## src/rtl/tick_token_source.sv

```systemverilog
// tick_token_source
//
// Turns each rising edge of an asynchronous, slowly toggling input (slow_clk)
// into a single-cycle tick in the clk_in domain. Every tick takes the next
// value of a wrapping token counter. The token is queued in a small output
// FIFO with a valid/ready handshake. A token that arrives while the FIFO is
// full and nothing is being popped is dropped, and a sticky overflow flag is
// raised.
//
// Optional feature: define TICK_TOKEN_SOURCE_DROP_CNT_EN to add an 8-bit
// saturating drop_count output that counts discarded tokens.

module tick_token_source #(
   parameter int WIDTH = 8,
   parameter int DEPTH = 4,
   parameter int START = 0
) (
   input  logic             clk_in,
   input  logic             reset,
   input  logic             slow_clk,
   input  logic             out_ready,
   output logic             out_valid,
   output logic [WIDTH-1:0] out_data,
   output logic             overflow
`ifdef TICK_TOKEN_SOURCE_DROP_CNT_EN
   ,
   output logic [7:0]       drop_count
`endif
);

   localparam int AW = $clog2(DEPTH);
   localparam int CW = AW + 1;
   localparam logic [WIDTH-1:0] START_VAL  = WIDTH'(START);
   localparam logic [CW-1:0]    FULL_COUNT = CW'(DEPTH);

   // Edge detection on the synchronised slow clock
   logic sync1;
   logic sync2;
   logic prev;
   logic armed;
   logic [1:0] settle;
   logic tick;

   // Token counter and FIFO storage
   logic [WIDTH-1:0] token;
   logic [WIDTH-1:0] mem [DEPTH];
   logic [AW-1:0]    wr_ptr;
   logic [AW-1:0]    rd_ptr;
   logic [CW-1:0]    count;

   // Handshake decode
   logic full;
   logic pop;
   logic push;
   logic drop;

   // The two synchronizer stages come out of reset as zero. That zero is not
   // a real observation of slow_clk. Arming therefore waits until sync2
   // carries a sampled value ('settle' reaches 2). A slow_clk held high
   // across reset release must first be seen low before it can tick.
   assign tick = sync2 & ~prev & armed;

   assign full = (count == FULL_COUNT);
   assign pop  = out_valid & out_ready;

   // A pop in the same cycle frees the slot, so a full FIFO can still accept.
   assign push = tick & (~full | pop);
   assign drop = tick & full & ~pop;

   assign out_valid = (count != '0);
   assign out_data  = out_valid ? mem[rd_ptr] : '0;

   // Synchronise slow_clk and keep the previous value for rise detection
   always_ff @(posedge clk_in) begin
      if (reset) begin
         sync1 <= 1'b0;
         sync2 <= 1'b0;
         prev  <= 1'b0;
      end else begin
         sync1 <= slow_clk;
         sync2 <= sync1;
         prev  <= sync2;
      end
   end

   // Arm the edge detector once slow_clk has been genuinely observed low
   always_ff @(posedge clk_in) begin
      if (reset) begin
         settle <= 2'd0;
         armed  <= 1'b0;
      end else begin
         if (settle != 2'd2) begin
            settle <= settle + 2'd1;
         end
         if ((settle == 2'd2) && !sync2) begin
            armed <= 1'b1;
         end
      end
   end

   // Token counter advances on every tick, whether the token is kept or not
   always_ff @(posedge clk_in) begin
      if (reset) begin
         token <= START_VAL;
      end else if (tick) begin
         token <= token + WIDTH'(1);
      end
   end

   // FIFO storage write; the contents need no reset because count gates them
   always_ff @(posedge clk_in) begin
      if (!reset && push) begin
         mem[wr_ptr] <= token;
      end
   end

   // FIFO pointers and occupancy; pointers wrap naturally at DEPTH
   always_ff @(posedge clk_in) begin
      if (reset) begin
         wr_ptr <= '0;
         rd_ptr <= '0;
         count  <= '0;
      end else begin
         if (push) begin
            wr_ptr <= wr_ptr + AW'(1);
         end
         if (pop) begin
            rd_ptr <= rd_ptr + AW'(1);
         end
         case ({push, pop})
            2'b10:   count <= count + CW'(1);
            2'b01:   count <= count - CW'(1);
            default: count <= count;
         endcase
      end
   end

   // Sticky overflow flag, raised by any discarded token
   always_ff @(posedge clk_in) begin
      if (reset) begin
         overflow <= 1'b0;
      end else if (drop) begin
         overflow <= 1'b1;
      end
   end

`ifdef TICK_TOKEN_SOURCE_DROP_CNT_EN
   // Saturating count of discarded tokens
   always_ff @(posedge clk_in) begin
      if (reset) begin
         drop_count <= 8'd0;
      end else if (drop && (drop_count != 8'd255)) begin
         drop_count <= drop_count + 8'd1;
      end
   end
`endif

endmodule

```

## config.mk

```make
export PLATFORM = sky130hd
export DESIGN_NAME = tick_token_source
export DESIGN_NICKNAME = d
export VERILOG_FILES = /design/src/rtl/tick_token_source.sv
export SDC_FILE = /design/constraint.sdc
export NUM_CORES = 1
export LEC_CHECK = 0
export CAP_MARGIN = 20
export CELL_PAD_IN_SITES_DETAIL_PLACEMENT = 1
export CELL_PAD_IN_SITES_GLOBAL_PLACEMENT = 1
export CORE_MARGIN = 2
export CORE_UTILIZATION = 45
export DETAILED_ROUTE_END_ITERATION = 12
export PLACE_DENSITY = 0.75
export SKIP_LAST_GASP = 1
export SLEW_MARGIN = 25
export SYNTH_ARGS = -nofsm -noshare
export SYNTH_HDL_FRONTEND = slang
export SYNTH_SLANG_ARGS = --single-unit
```

## constraint.sdc

```tcl
create_clock -name clk_in -period 2.9 [get_ports clk_in]
set_input_delay 0.58 -clock clk_in [delete_from_list [all_inputs] [get_ports clk_in]]
set_output_delay 0.58 -clock clk_in [all_outputs]
set_load 0.05 [all_outputs]
```

==> out/results.ini, run 1 <==
[layout]
area_growth_pct=14.2
post_route_cells_drive_above_1_share_pct=12.0
mostFrequentLayoutCells=edfxtp_1 (32), dfxtp_1 (24), nor2_1 (18)
fill_cells=514
nNetsFinal=201
finalNonFillerCells=258
final_common_cell=edfxtp_1
num_antenna_cells=0

[clock_network]
cts_made_buffers=5
cts_tree=built
clk_pin_slew_worst_paths_ns=0.10
cts_resized=1
postCtsHoldBufs=0
clkLatencyLatePin_ns=0.31
cts_setup_buffers=0
clock-root-buffer=clkbuf_8
clockBufferDepth=2
clock_sinks=56
cts_max_level=2

[timing]
hold_slack_ns=0.460
post-route-period-util_pct=96.5
finalCriticalPeriod_ns=2.80
max_freq_ghz=0.357
fin_setup_tns_ns=0
setup_viol=0
final-hold-violation-count=0
slew_headroom_pct=55.9
fin_worst_skew_ns=0.00668
slew_viol_final=0
worst_pin_slew_ns=0.658
rsz0062_at_grt=no

[place]
place_congestion=0.793
io_buffers=13
dp_hpwl_um=3110
placed_cells=250

[worst_setup_path]
crit_fanout=8
worstPathRequired_ns=2.32
start_kind=flip-flop
critPathCaptureType=output port
slowest_delay_ns=0.73
crit_chain=buf_4, mux4_2, nor2b_1, clkdlybuf4s50_1
critPathKind=reg -> out
worstPathArrival_ns=2.22
critPathSlowestCell=clkdlybuf4s50_1

[die]
die_w_um=75.4
fp.dieArea_mm2=0.00568
initial_core_util_pct=47.6
die_h_um=75.4
io_pins=14
num_rows=25
coreArea_mm2=0.00482

[synth]
async_flop_share_pct=0
ys_seq_area_share_pct=62.9
syn_area_per_cell_um2=13.2
yosys_warnings=0
syn_area_mm2=0.00229
postSynthCellCount=173
netlist-cell-type-count=34
ys.flop_type=edfxtp_1
ys_ff_latch=56
synth_edf_count=32
syn_nets=184

[pwr]
p_leak_nw=0.874
p_per_area_mw_per_mm2=667
p_total_mw=1.74
peakVddDrop_v=0.000349

[routing]
drtAntennaViolNets=0
drt-total-wl_um=4530
routedWlPerCell_um=17.6
dr.pass1.iters=4
via_per_inst=5.25
drt_iter0_drc=63
route.detailed.drc=0
vias=1355

[grt]
grt_start_max_net_pins=24
grt_pass1_vias=1462
grt_antenna_before_repair=0
grt_pass1_wl_um=7310
grt_use_total_pct=17.9
gr-total-overflow=0

[min_path]
min_path_type=reg -> reg

[outcome]
status=complete, no violations

[job]
drv_cap=0

-- final timing paths --
path	from	endpoint	slack, ns	cells past startpoint
hold reg to reg	sync1	sync2	0.46	1
hold / removal	sync1	sync2	0.46	1
setup / recovery	flip-flop	out_data[0]	0.10	4
setup reg to reg	count[1]	count[2]	0.76	7
-- Yosys cell counts, types with 2 or more instances --
master | number | area (um^2)
ha_1 | 6 | 75.1
a21oi_1 | 10 | 50.1
or3_1 | 3 | 18.8
inv_1 | 8 | 30.0
o21ai_0 | 2 | 10.0
a31oi_1 | 2 | 12.5
nand3_1 | 2 | 10.0
nand4_1 | 3 | 18.8
dfxtp_1 | 24 | 480
xnor2_1 | 5 | 43.8
mux4_2 | 8 | 180
nor2b_1 | 10 | 62.6
and2_1 | 4 | 25.0
edfxtp_1 | 32 | 961
nand2_1 | 6 | 22.5
nor3_1 | 5 | 25.0
xor2_1 | 5 | 43.8
nor2_1 | 18 | 67.6
clkbuf_1 | 5 | 18.8
-- stage by stage --
stage	utilization (%)	instance area, um^2	worst slack, ns
6_report	54.3	2620	0.102
5_1_grt	54.3	2620	0.0113
4_1_cts	54.3	2620	0.0788
3_5_place_dp	51.9	2500	0.0914
3_3_place_gp	51.9	2500	0.208
2_1_floorplan	-	2290	0.781
-- area by class of cell --
type / count / area (um^2) / area share [%]
flip-flops and latches: 56 / 1440 / 55.1
multi-input cells: 102 / 791 / 30.2
clock buffers: 5 / 68.8 / 2.63
well taps: 67 / 83.8 / 3.20
inverters: 8 / 30.0 / 1.15
repair buffers: 17 / 160 / 6.12
clock inverters: 3 / 42.5 / 1.63
-- sequential cells by signal (all words and copies together), names as in the netlist, named ones only --
name	count
count	3
overflow	1
mem	32
wr_ptr	2
prev	1
settle	2
armed	1
rd_ptr	2
sync2	1
sync1	1
token	8
-- per-layer routing --
metal  vias up  GRT usage, %  wire length [um]
li1        652             -                 -
met1       678          21.2              1980
met2        21          31.9              2390
met3         4          4.10               120
met4         0          6.63                39
met5         -             0                 0
-- worst max-delay path, delay by kind of cell (launching register included) --
family	cells	cell delay (ns)
buffers and inverters	2	0.93
muxes	1	0.51
DFF	1	0.32
and+or+nand+nor	1	0.14
-- kinds of logic after synthesis --
| family | share of synthesized area (%) |
|---|---|
| compound gates | 4.80 |
| xor+xnor | 3.82 |
| fa+ha+maj | 4.15 |
| buf+inv | 2.84 |
| flops | 62.9 |
| mux | 7.86 |
| simple gates | 13.6 |
-- where the power goes --
group          total, mW  switching, mW  internal (mW)
registers          0.891         0.0278          0.864
logic              0.347          0.208          0.139
clock network      0.506          0.250          0.256
total               1.74          0.487           1.26
Power figures use the tool's default switching activity.
==> inputs of run 2 (changes only) <==
--- a/config.mk
+++ b/config.mk
@@ -11,6 +11,7 @@
 export CORE_MARGIN = 2
 export CORE_UTILIZATION = 45
 export DETAILED_ROUTE_END_ITERATION = 12
+export GPL_ROUTABILITY_DRIVEN = 0
 export PLACE_DENSITY = 0.75
 export SKIP_LAST_GASP = 1
 export SLEW_MARGIN = 25
==> results of run 2 <==
Same layout as run 1: the final DEF is identical, and so are final timing and power.
